File: config.mk
export PLATFORM = sky130hd
export DESIGN_NAME = oam_dma_engine_flat
export DESIGN_NICKNAME = d
export VERILOG_FILES = /design/src/rtl/oam_dma_engine_if.sv /design/src/rtl/oam_dma_engine.sv /design/src/flat_wrapper.sv
export SDC_FILE = /design/constraint.sdc
export NUM_CORES = 1
export LEC_CHECK = 0
export BUFFER_PORTS_ARGS = -buffer_cell sky130_fd_sc_hd__buf_2
export CORE_AREA = 5 5 67 69
export CTS_BUF_LIST = sky130_fd_sc_hd__clkbuf_8
export CTS_CLUSTER_DIAMETER = 80
export DETAILED_ROUTE_END_ITERATION = 16
export DIE_AREA = 0 0 72 74
export GPL_ROUTABILITY_DRIVEN = 0
export PLACE_DENSITY = 0.76
export SYNTH_ARGS = -nofsm -noshare
export SYNTH_HDL_FRONTEND = slang
export SYNTH_SLANG_ARGS = --single-unit
File: constraint.sdc
create_clock -name clk -period 1.3 [get_ports clk]
set_clock_uncertainty 0.05 [all_clocks]
set_input_delay 0.195 -clock clk [delete_from_list [all_inputs] [get_ports clk]]
set_output_delay 0.195 -clock clk [all_outputs]
set_load 0.01 [all_outputs]
File: src/rtl/oam_dma_engine_if.sv
// Bus bundle between the OAM DMA engine and the CPU snoop, source bus, OAM and MMU.
// master = the engine side, slave = the system side.
interface oam_dma_engine_if;
  logic [15:0] A_cpu;
  logic [7:0]  Di_cpu;
  logic        wr_cpu;
  logic [7:0]  DMA;
  logic [15:0] A_src;
  logic        rd_src;
  logic [7:0]  Di_src;
  logic [7:0]  A_oam;
  logic [7:0]  Do_oam;
  logic        wr_oam;
  logic        dma_active;

  modport master (
    input  A_cpu, Di_cpu, wr_cpu, Di_src,
    output DMA, A_src, rd_src, A_oam, Do_oam, wr_oam, dma_active
  );

  modport slave (
    output A_cpu, Di_cpu, wr_cpu, Di_src,
    input  DMA, A_src, rd_src, A_oam, Do_oam, wr_oam, dma_active
  );
endinterface

File: src/rtl/oam_dma_engine.sv
// OAM DMA engine: copies 160 bytes from page src into OAM at one byte per 4 cycles.
// Define OAM_DMA_RESTART_EN to let a 0xFF46 write during a transfer restart it.
module oam_dma_engine (
  input logic              clk,
  input logic              reset,
  oam_dma_engine_if.master bus
);

  localparam logic [1:0]  StIdle     = 2'd0;
  localparam logic [1:0]  StStart    = 2'd1;
  localparam logic [1:0]  StXfer     = 2'd2;
  localparam logic [15:0] DmaRegAddr = 16'hFF46;
  localparam logic [7:0]  LastIdx    = 8'd159;
  localparam logic [7:0]  EchoBase   = 8'hE0;

  logic [1:0] state_q, state_d;
  logic [1:0] phase_q, phase_d;
  logic [7:0] idx_q, idx_d;
  logic [7:0] latch_q, latch_d;
  logic [7:0] dma_q, dma_d;

  logic       reg_wr;
  logic       in_xfer;
  logic       rd_phase;
  logic       wr_phase;
  logic [7:0] src;

  assign reg_wr   = bus.wr_cpu && (bus.A_cpu == DmaRegAddr);
  // Pages 0xE0-0xFF alias work RAM 0x20 pages lower (echo RAM).
  assign src      = (dma_q >= EchoBase) ? (dma_q - 8'h20) : dma_q;
  assign in_xfer  = (state_q == StXfer);
  assign rd_phase = in_xfer && (phase_q == 2'd0);
  assign wr_phase = in_xfer && (phase_q == 2'd2);

  always_comb begin
    state_d = state_q;
    phase_d = phase_q;
    idx_d   = idx_q;
    latch_d = latch_q;
    dma_d   = dma_q;
    case (state_q)
      StIdle: begin
        if (reg_wr) begin
          dma_d   = bus.Di_cpu;
          state_d = StStart;
        end
      end
      StStart: begin
        state_d = StXfer;
        phase_d = 2'd0;
        idx_d   = 8'd0;
      end
      StXfer: begin
        phase_d = phase_q + 2'd1;
        if (phase_q == 2'd1) begin
          latch_d = bus.Di_src;
        end
        if (phase_q == 2'd3) begin
          if (idx_q == LastIdx) begin
            state_d = StIdle;
            idx_d   = 8'd0;
          end else begin
            idx_d = idx_q + 8'd1;
          end
        end
      end
      default: begin
        state_d = StIdle;
        phase_d = 2'd0;
        idx_d   = 8'd0;
      end
    endcase
`ifdef OAM_DMA_RESTART_EN
    // A register write mid-transfer starts over from byte 0 of the new page.
    if ((state_q != StIdle) && reg_wr) begin
      dma_d   = bus.Di_cpu;
      state_d = StStart;
      phase_d = 2'd0;
      idx_d   = 8'd0;
    end
`endif
  end

  always_ff @(posedge clk) begin
    if (reset) begin
      state_q <= StIdle;
      phase_q <= 2'd0;
      idx_q   <= 8'd0;
      latch_q <= 8'h00;
      dma_q   <= 8'hFF;
    end else begin
      state_q <= state_d;
      phase_q <= phase_d;
      idx_q   <= idx_d;
      latch_q <= latch_d;
      dma_q   <= dma_d;
    end
  end

  // Address and data buses are held at zero whenever their strobe is idle.
  always_comb begin
    bus.rd_src     = rd_phase;
    bus.A_src      = rd_phase ? {src, idx_q} : 16'h0000;
    bus.wr_oam     = wr_phase;
    bus.A_oam      = wr_phase ? idx_q : 8'h00;
    bus.Do_oam     = wr_phase ? latch_q : 8'h00;
    bus.dma_active = (state_q != StIdle);
    bus.DMA        = dma_q;
  end

endmodule

File: src/flat_wrapper.sv
// flat-port wrapper written by rule: the top's interface ports become plain ports
module oam_dma_engine_flat 
  (clk, reset, bus_A_cpu, bus_Di_cpu, bus_wr_cpu, bus_Di_src, bus_DMA, bus_A_src, bus_rd_src, bus_A_oam, bus_Do_oam, bus_wr_oam, bus_dma_active);
  oam_dma_engine_if bus_i ();
  input logic clk;
  input logic reset;
  input wire logic [$bits(bus_i.A_cpu)-1:0] bus_A_cpu;
  input wire logic [$bits(bus_i.Di_cpu)-1:0] bus_Di_cpu;
  input wire logic [$bits(bus_i.wr_cpu)-1:0] bus_wr_cpu;
  input wire logic [$bits(bus_i.Di_src)-1:0] bus_Di_src;
  output wire logic [$bits(bus_i.DMA)-1:0] bus_DMA;
  output wire logic [$bits(bus_i.A_src)-1:0] bus_A_src;
  output wire logic [$bits(bus_i.rd_src)-1:0] bus_rd_src;
  output wire logic [$bits(bus_i.A_oam)-1:0] bus_A_oam;
  output wire logic [$bits(bus_i.Do_oam)-1:0] bus_Do_oam;
  output wire logic [$bits(bus_i.wr_oam)-1:0] bus_wr_oam;
  output wire logic [$bits(bus_i.dma_active)-1:0] bus_dma_active;
  assign bus_i.A_cpu = bus_A_cpu;
  assign bus_i.Di_cpu = bus_Di_cpu;
  assign bus_i.wr_cpu = bus_wr_cpu;
  assign bus_i.Di_src = bus_Di_src;
  assign bus_DMA = bus_i.DMA;
  assign bus_A_src = bus_i.A_src;
  assign bus_rd_src = bus_i.rd_src;
  assign bus_A_oam = bus_i.A_oam;
  assign bus_Do_oam = bus_i.Do_oam;
  assign bus_wr_oam = bus_i.wr_oam;
  assign bus_dma_active = bus_i.dma_active;
  oam_dma_engine u_core (.clk(clk), .reset(reset), .bus(bus_i));
endmodule
# After elaboration in Yosys (flattened, before gate mapping)
# Index checks and enable logic that the tools add are counted.
# classes
addsub	3
n_lt_le_gt_ge	1
eq_ne	10
muxes	12
bitwise_logic	1
reduce_logical	10
# op_table
cell	count
$mux W8	5
$eq A16 B16 Y1 const B	1
$mux W16	1
$pmux W8 S2	1
$add A8 B1 Y8 const B	1
$eq A8 B8 Y1 const B	1
$ge A8 B8 Y1 const B	1
$sub A8 B6 Y8 const B	1
$eq A2 B2 Y1 const B	3
$mux W2	3
$pmux W2 S3	1
$reduce_and A2 Y1	3
$eq A2 B1 Y1 const B	2
$logic_not A2 Y1	2
$ne A2 B2 Y1 const B	2
$pmux W2 S2	1
$logic_and A1 B1 Y1	3
$reduce_and A3 Y1	1
$add A2 B1 Y2 const B	1
$ne A2 B1 Y1 const B	1
$reduce_bool A2 Y1	1
$not A1 Y1	1
# word_totals
ff_bits	28
input_bits	35
out_inout_bits	43
word_cells	42

# Logic depth before layout (Yosys ltp)
# Gate-level depths: netlist of run 1.
# logic_depth
ltp_word	4
mapped_depth	6
depth_no_buf	5

# Least setup slack after synthesis of run 1
# OpenSTA, ideal clock, no wires.
# synth_path
path_kind	register -> output
startpoint	register u_core.state_q[0]
endpoint	output port bus_A_src[12]
arrival_ns	1.149
path_slack_ns	-0.094
stages_incl_launch_ff	6
path_buffers	3
cell_sequence	dfxtp_1 > buf_4 > and2b_1 > buf_2 > buf_4 > and3_1
# synth_via
elab_chain_len	3
# synth_lines
item	line_no	text
start, declared	oam_dma_engine.sv:16	logic [1:0] state_q, state_d;
start signal, assigned	oam_dma_engine.sv:86	state_q <= StIdle;
start signal, assigned	oam_dma_engine.sv:92	state_q <= state_d;
$eq A2 B2 Y1	oam_dma_engine.sv:31	assign in_xfer = (state_q == StXfer);
$logic_and A1 B1 Y1	oam_dma_engine.sv:32	assign rd_phase = in_xfer && (phase_q == 2'd0);
$mux W16	oam_dma_engine.sv:103	bus.A_src = rd_phase ? {src, idx_q} : 16'h0000;
end, declared	flat_wrapper.sv:12	output wire logic [$bits(bus_i.A_src)-1:0] bus_A_src;
# Every way passes these cells.

# Final worst setup path of run 1
# layout_path
startpoint	register u_core.state_q[0]
endpoint	output port bus_Do_oam[4]
# layout_via
elab_chain_len	3
# layout_lines
item	line_no	text
$eq A2 B2 Y1	oam_dma_engine.sv:31	
$logic_and A1 B1 Y1	oam_dma_engine.sv:33	assign wr_phase = in_xfer && (phase_q == 2'd2);
$mux W8	oam_dma_engine.sv:106	bus.Do_oam = wr_phase ? latch_q : 8'h00;
end, declared	flat_wrapper.sv:15	output wire logic [$bits(bus_i.Do_oam)-1:0] bus_Do_oam;
# Every way passes these cells.

==> impl_metrics.ini, run 1 <==
[clock_network]
clock_latency_ns = 0.28
clock-sinks = 28
tritoncts = built
cts_buffers = 3
root_buffer = clkbuf_8
cts.clk_slew.worst_paths_ns = 0.11
cts_max_level = 1
clockBufferDepth = 2

[global_routing]
antenna_found_initial = 0
grt_pass1_vias = 1733
grt_pass1_wl_mm = 8.017
track_usage_pct = 18.34
overflow = 0
grt_max_degree = 30

[min_path]
worstHoldPathType = primary input to flop

[pwr]
sw_frac_of_total_pct = 22.40
pwr-share-comb_pct = 7.9
power.internal_mw = 1.190
peakVddDrop_uv = 430.3
powerDensity_nw_per_um2 = 553.3
clock_power_share_pct = 36.4
p_leak_nw = 1.382
netSwitchingPower_mw = 0.3437
pwr-share-seq_pct = 55.7

[timing]
tightest_slew_ns = 0.4176
fin_crit_ns = 1.646
finalHoldViolCount = 0
rsz0062_at_grt = true
fmax_ghz = 0.6074
maxSlewHeadroom_pct = 72.16
setup_viol = 49
slew_viol_final = 0
fin_ws_ns = -0.3463
fin_crit_sh_pct = 126.6

[yosys]
syn-num-nets = 232
syn_inst = 191
postSynthAreaPerCell_um2 = 8.202
ys_types = 34
synthTopCellsByArea = dfxtp_1 (36%), and3_1 (13%), nand2_1 (5.0%)
ys_async_sr_fraction_pct = 0
synth_top_cell_by_area = dfxtp_1
ys_top_cells_by_count = and3_1 (32), dfxtp_1 (28), nand2_1 (21), nand3_1 (13), nor2_1 (12)
synth_warnings = 0
ys_ff_latch = 28
synth_edf_count = 0
netlist.area_leader.share_pct = 35.78
synth.most_common_cell = and3_1
synth_seq_area_share_pct = 35.78
synthesis.area_um2 = 1567
synth_ff_type = dfxtp_1

[placed_design]
pre_cts_ws_ns = -0.1644
place_inst = 338
portBuffers = 77
dp_hpwl_mm = 3.409

[drt]
viasPerCell = 5.350
route.detailed.drc = 0
drt_iter0_drc = 78
wire_per_inst_um = 16.19
wl_mm = 5.733
first_pass_iters = 4
ant_nets = 0
dr_total_vias = 1894

[setup_path]
cp_data_arrival_time_ns = 1.40
r2r_end = u_core.idx_q[7]
crit_end = bus_Do_oam[4]
start_kind = flop
r2r_cells = 7
required_ns = 1.05
regToRegSetupSlack_ns = -0.13
cp-startpoint = u_core.state_q[0]
r2r_start = u_core.phase_q[0]
criticalPathCategory = flop to primary output
crit_path_end_kind = primary output
crit_fanout = 13

[final_layout]
drive_gt1_share_pct = 57.24
final_util_pct = 71.90
antenna_cells = 0
final_nets = 346
layoutNonFillerInstCount = 354
areaGrowthSynthToFinish_pct = 77.00
fillers = 281

[die]
die_x_um = 72
core_area_um2 = 3856
dieArea_um2 = 5328
fp-row-count = 23
ios = 78
die_h_um = 74
start_util_pct = 40.62

[run]
maxCapViolations = 0

[status]
status = finished, violations left
violations = negative setup slack
[worst min-delay path by stage]
stage                             start                end  cells after the start
after global routing      bus_Di_cpu[3]  u_core.bus.DMA[3]                      3
after global placement    bus_Di_cpu[1]  u_core.bus.DMA[1]                      3
after CTS                 bus_Di_cpu[4]  u_core.bus.DMA[4]                      3
after floorplan                   reset  u_core.state_q[0]                      1
after detailed placement  bus_Di_cpu[3]  u_core.bus.DMA[3]                      3
final                     bus_Di_cpu[3]  u_core.bus.DMA[3]                      3
[cells in the final DEF (no fill, tap or decap), types with 3 or more instances in the layout]
cell type / netlist / layout
xnor2_1: 6 / 6
nor3_1: 5 / 3
a31oi_4: 0 / 6
buf_6: 1 / 22
dfxtp_2: 0 / 6
nor3_4: 1 / 3
nand3_1: 13 / 12
buf_4: 2 / 27
a21oi_1: 8 / 8
nand2_1: 21 / 19
o21ai_1: 8 / 6
ha_4: 0 / 4
inv_1: 5 / 3
dfxtp_1: 28 / 21
and3_4: 0 / 4
nor2_1: 12 / 11
a31oi_1: 10 / 4
o21ai_2: 0 / 3
clkbuf_8: 0 / 4
buf_2: 3 / 70
and3_1: 32 / 28
[state kept, by name, summed over array words and instances (netlist names)]
register        flops
u_core.state_q      2
u_core.bus.DMA      8
u_core.latch_q      8
u_core.idx_q        8
u_core.phase_q      2
[worst max-delay path: stages (launching register included)]
cell and delay [ns]:
dfxtp_2 0.33, and2b_4 0.31, clkbuf_16 0.18, and3_1 0.16, buf_2 0.13
[power by group through the flow]
stage | Sequential [mW] | Combinational [mW] | Clock, mW
2_1_floorplan | 0.877 | 0.0308 | 0
3_3_place_gp | 0.877 | 0.0939 | 0
3_5_place_dp | 0.877 | 0.0958 | 0
4_1_cts | 0.855 | 0.0986 | 0.545
5_1_grt | 0.855 | 0.127 | 0.601
6_report | 0.855 | 0.121 | 0.559
[through the flow]
stage / area [um^2] / power [mW] / setup TNS (ns) / hold slack [ns]
3_3_place_gp: 2230 / 0.9708 / -5.248 / 0.3670
6_report: 2773 / 1.534 / -10.85 / 0.08198
3_5_place_dp: 2230 / 0.9727 / -6.057 / 0.3723
2_1_floorplan: 1599 / 0.9076 / -0.8198 / 0.2160
4_1_cts: 2559 / 1.498 / -9.541 / 0.08884
5_1_grt: 2773 / 1.583 / -13.20 / 0.08758
[logic make-up after synthesis]
| group | count (synthesis) | share of synthesized area [%] |
|---|---|---|
| AND/OR/NAND/NOR | 99 | 37.06 |
| flip-flops | 28 | 35.78 |
| XOR/XNOR | 7 | 3.914 |
| buffers and inverters | 18 | 5.511 |
| AO/OA/AOI/OAI | 31 | 11.66 |
| multiplexers | 2 | 1.278 |
| adder cells (fa/ha/maj) | 6 | 4.792 |
[timing repair]
action                                  in CTS  in global routing
endpoints found under the setup margin      60                 62
gates cloned                                 0                  1
pin swaps                                   22                 22
hold buffers                                 0                  0
resized for setup                           49                 31
buffers inserted                             8                  7
[area by class of cell]
cell class              instances  area, um^2  share of cell area (%)
clock buffers                   4       55.05                   1.986
inverters                       5       18.77                  0.6769
multi-input cells             145        1199                   43.23
flip-flops and latches         28       571.8                   20.62
well taps                      50       62.56                   2.256
repair buffers                122       865.8                   31.23
[routing by layer]
metal	routed length (um)	track usage, %	vias up
met5	0	0	-
met4	118	2.714	0
met3	427	2.973	13
met2	2856	32.24	97
met1	2331	24.30	883
li1	-	-	901
Note: power is estimated with default switching activity, not from simulation.
==> inputs of run 2 (changes only) <==
--- a/config.mk
+++ b/config.mk
@@ -12,6 +12,7 @@
 export DETAILED_ROUTE_END_ITERATION = 16
 export DIE_AREA = 0 0 72 74
 export GPL_ROUTABILITY_DRIVEN = 0
+export GPL_TIMING_DRIVEN = 0
 export PLACE_DENSITY = 0.76
 export SYNTH_ARGS = -nofsm -noshare
 export SYNTH_HDL_FRONTEND = slang
==> run 2 against run 1 <==
Net effect: the run still ends with negative setup slack left; cell count is 5.1% lower; die area unchanged; largest power group unchanged; sequential power about the same; non-clock buffer count down 18; first-iteration DRC count is 45% lower.
==> impl_metrics.ini, run 2 (synthesis gave the netlist of run 1 again) <==
[status]
status = finished, violations left
violations = negative setup slack

[global_routing]
grt_pass1_vias = 1825
track_usage_pct = 18.42
grt_pass1_wl_mm = 7.969
overflow = 0
grt_max_degree = 16
antenna_found_initial = 0

[timing]
fin_crit_ns = 1.657
fin_ws_ns = -0.3570
tightest_slew_ns = 0.4619
finalHoldViolCount = 0
setup_viol = 59
fmax_ghz = 0.6035
maxSlewHeadroom_pct = 69.21
rsz0062_at_grt = true
fin_crit_sh_pct = 127.5
slew_viol_final = 0

[final_layout]
final_common_cell = buf_2
antenna_cells = 0
fin_area_um2 = 2515
final_nets = 328
final_cell_mix = buf_2 (71), and3_1 (26), nand2_1 (21)
final_util_pct = 65.22
areaGrowthSynthToFinish_pct = 60.54
layoutNonFillerInstCount = 336
drive_gt1_share_pct = 52.80

[die]
dieArea_um2 = 5328
die_h_um = 74
start_util_pct = 40.62
core_area_um2 = 3856
fp-row-count = 23
die_x_um = 72
ios = 78

[min_path]
worstHoldPathType = primary input to flop

[clock_network]
cts_max_level = 1
clock-sinks = 28
clock_latency_ns = 0.27
postCtsHoldBufs = 0
clockBufferDepth = 2
cts.clk_slew.worst_paths_ns = 0.09
tritoncts = built
root_buffer = clkbuf_8
cts_buffers = 3

[setup_path]
start_kind = flop
crit_slowest_cell = dfxtp_2
crit_fanout = 6
path_common_cell = buf_6
required_ns = 1.05
critPathMaxStageDelay_ns = 0.34
regToRegSetupSlack_ns = -0.19
cp_data_arrival_time_ns = 1.41
worstPathCellList = and2b_2 -> buf_6 -> buf_8 -> and3_4 -> buf_6
criticalPathCategory = flop to primary output
crit_path_end_kind = primary output

[pwr]
peakVddDrop_uv = 385.0
p_leak_nw = 1.209
total_power_mw = 1.493
powerDensity_nw_per_um2 = 593.6

[drt]
wl_mm = 4.996
ant_nets = 0
viasPerCell = 5.205
drt_iter0_drc = 43
wire_per_inst_um = 14.87
dr_total_vias = 1749
first_pass_iters = 4
route.detailed.drc = 0

[placed_design]
pre_cts_ws_ns = -0.3271
placed_area_um2 = 2047
portBuffers = 77
place_inst = 318
dp_hpwl_mm = 3.380

[run]
maxCapViolations = 0
[run 2: final cells by class]
cell class	count	area, um^2
tap	50	62.56
buffer	10	83.83
sequential	28	576.8
timing repair buffer	94	609.3
clock buffer	4	55.05
fill	323	1341
multi-input combinational	145	1109
inverter	5	18.77
[run 2: power breakdown]
part	total, mW	switching (mW)	internal [mW]
Combinational	0.100	0.0456	0.0548
Sequential	0.852	0.00000435	0.852
Clock	0.540	0.269	0.271
Total	1.49	0.314	1.18
[run 2: path summary, 6_finish.rpt]
path	endpoint	from	cells after the start
max	bus_A_src[12]	u_core.state_q[0]	5
min	u_core.bus.DMA[0]	bus_Di_cpu[0]	3
min reg2reg	u_core.latch_q[2]	u_core.latch_q[2]	2
max reg2reg	u_core.idx_q[7]	u_core.phase_q[1]	7
[run 2: repair_timing]
action,CTS,global route
pin swaps,16,8
gates resized for setup,53,16
setup buffers,14,5
endpoints found under the setup margin,60,61
[run 2: worst max-delay path, delay by kind of cell, from the launching register on]
family / cells / cell delay, ns
buffers and inverters: 3 / 0.37
DFF: 1 / 0.34
and+or+nand+nor: 2 / 0.42
[run 2: per-stage QoR]
| step | setup TNS, ns | hold WS [ns] |
|---|---|---|
| floorplan | -0.8198 | 0.2160 |
| global placement | -10.20 | 0.3683 |
| detailed placement | -11.87 | 0.3742 |
| CTS | -14.77 | 0.08042 |
| global route | -16.20 | 0.1032 |
| finish | -12.18 | 0.08232 |
[run 2: layer usage]
metal / share of wire, % / wire length (um) / vias to the layer above / global-route usage (%)
met5: 0 / 0 / - / 0
met4: 0.48 / 24 / 0 / 3.758
met3: 7.5 / 374 / 5 / 4.054
met2: 52 / 2600 / 71 / 34.90
met1: 40 / 1996 / 804 / 21.31
li1: - / - / 869 / -
==> inputs of run 3 (changes only) <==
--- a/config.mk
+++ b/config.mk
@@ -11,9 +11,8 @@
 export CTS_CLUSTER_DIAMETER = 80
 export DETAILED_ROUTE_END_ITERATION = 16
 export DIE_AREA = 0 0 72 74
-export GPL_ROUTABILITY_DRIVEN = 0
 export GPL_TIMING_DRIVEN = 0
-export PLACE_DENSITY = 0.76
+export PLACE_DENSITY_LB_ADDON = 0.1
 export SYNTH_ARGS = -nofsm -noshare
 export SYNTH_HDL_FRONTEND = slang
 export SYNTH_SLANG_ARGS = --single-unit
==> run 3 against run 2 <==
Net effect: the flow still finishes with violations (negative setup slack); critical path depth unchanged; combinational power increased by 16%; final area increased by 14%; routed wire length increased by 8.5%; hold slack improved by 0.015 ns; sequential power decreased by 0.5%; fmax increased by 0.19%; non-clock buffer count increased by 19; register-to-register slack improved by 0.02 ns; highest routed layer unchanged; clock power about the same.
==> impl_metrics.ini, run 3 (synthesis gave the netlist of run 1 again) <==
[status]
status = finished, violations left
violations = negative setup slack

[pwr]
peakVddDrop_uv = 518.2
powerDensity_nw_per_um2 = 526.3
p_leak_nw = 1.337

[clock_network]
tritoncts = built
postCtsHoldBufs = 0
cts_max_level = 1
root_buffer = clkbuf_8
cts_buffers = 3
clockBufferDepth = 2
clock_latency_ns = 0.28
cts.clk_slew.worst_paths_ns = 0.09
clock-sinks = 28

[drt]
ant_nets = 0
route.detailed.drc = 0
drt_iter0_drc = 108
wire_per_inst_um = 15.27
dr_total_vias = 1841
wl_mm = 5.422
viasPerCell = 5.186
first_pass_iters = 4

[setup_path]
critPathMaxStageDelay_ns = 0.33
regToRegSetupSlack_ns = -0.17
crit_slowest_cell = dfxtp_2
cp_num_buf_inv = 3
cp_data_arrival_time_ns = 1.41
criticalPathCategory = flop to primary output
worstPathCellList = and2b_4 -> buf_6 -> buf_8 -> and3_4 -> buf_6
start_kind = flop
path_common_cell = buf_6
critPathTopFamily = simple AND/OR/NAND/NOR gates
crit_path_end_kind = primary output
required_ns = 1.05
crit_fanout = 6

[die]
die_h_um = 74
die_x_um = 72
ios = 78
fp-row-count = 23
dieArea_um2 = 5328
core_area_um2 = 3856
start_util_pct = 40.62

[global_routing]
track_usage_pct = 17.89
grt_pass1_vias = 1690
grt_max_degree = 16
grt_pass1_wl_mm = 7.610
antenna_found_initial = 0
overflow = 0

[placed_design]
dp_hpwl_mm = 3.174
portBuffers = 77
pre_cts_ws_ns = -0.2895
globalplace.congestion = 0.7702

[final_layout]
drive_gt1_share_pct = 63.93
final_cell_mix = buf_2 (70), buf_6 (28), and3_1 (24)
areaGrowthSynthToFinish_pct = 82.27
final_nets = 347
final_util_pct = 74.04
final_common_cell = buf_2
antenna_cells = 0
fillers = 289

[timing]
maxSlewHeadroom_pct = 50.89
slew_viol_final = 0
fin_crit_ns = 1.654
tightest_slew_ns = 0.7366
setup_viol = 60
finalHoldViolCount = 0
fin_ws_ns = -0.3538
rsz0062_at_grt = true
fmax_ghz = 0.6047
fin_crit_sh_pct = 127.2

[run]
maxCapViolations = 0

[min_path]
worstHoldPathType = primary input to flop
-- run 3: changes by cell type in the layout (fill, tap and decap cells not counted), sizes merged --
cell	previous run	this run
clkbuf	8	7
buf	100	120
-- run 3: where the power goes --
part	switching, mW	leakage (nW)	internal (mW)
clock	0.268	0.0288	0.271
sequential	0.00000494	0.230	0.848
combinational	0.0546	1.08	0.0610
total	0.322	1.34	1.18
-- run 3: layer usage --
layer  track usage (%)  up-vias  wire length [um]
li1                  -      910                 -
met1             21.01      850              2149
met2             32.76       71              2822
met3             4.189       10               354
met4             4.802        0                95
met5                 0        -                 0
-- run 3: layout make-up --
class / count / area, um^2 / area share [%]
multi-input combinational: 145 / 1252 / 43.86
timing repair buffer: 113 / 793.3 / 27.78
sequential: 28 / 583.1 / 20.42
buffer: 10 / 87.58 / 3.067
tap: 50 / 62.56 / 2.191
clock buffer: 4 / 55.05 / 1.928
inverter: 5 / 21.27 / 0.7450
-- run 3: path summary, 6_finish.rpt --
kind                     start                end  cells after the start
min reg2reg  u_core.latch_q[7]  u_core.latch_q[7]                      2
max          u_core.state_q[0]      bus_A_src[12]                      5
min              bus_Di_cpu[7]  u_core.bus.DMA[7]                      3
max reg2reg  u_core.state_q[0]  u_core.bus.DMA[5]                      8
-- run 3: what timing repair did --
| action | CTS | global route |
|---|---|---|
| gates resized for setup | 56 | 66 |
| cloned | 2 | 1 |
| setup buffers | 15 | 20 |
| endpoints found under the setup margin | 60 | 60 |
| pin swaps | 20 | 30 |
-- run 3: worst register-to-register path, stage by stage, from the launching register on --
cell     delay, ns
dfxtp_2       0.33
buf_4         0.13
buf_8         0.13
nor2_4        0.15
and4_4        0.24
buf_6         0.12
buf_6         0.11
a31oi_4       0.07
nand2_1       0.09
-- run 3: stage by stage --
step	hold slack, ns	total power [mW]	cell area, um^2	TNS [ns]	cells
global route	0.08324	1.559	2855	-17.24	355
global placement	0.3779	0.9678	2047	-10.62	318
detailed placement	0.3790	0.9682	2047	-11.20	318
finish	0.09740	1.503	2855	-12.84	355
floorplan	0.2160	0.9076	1599	-0.8198	191
CTS	0.08339	1.502	2450	-15.97	338
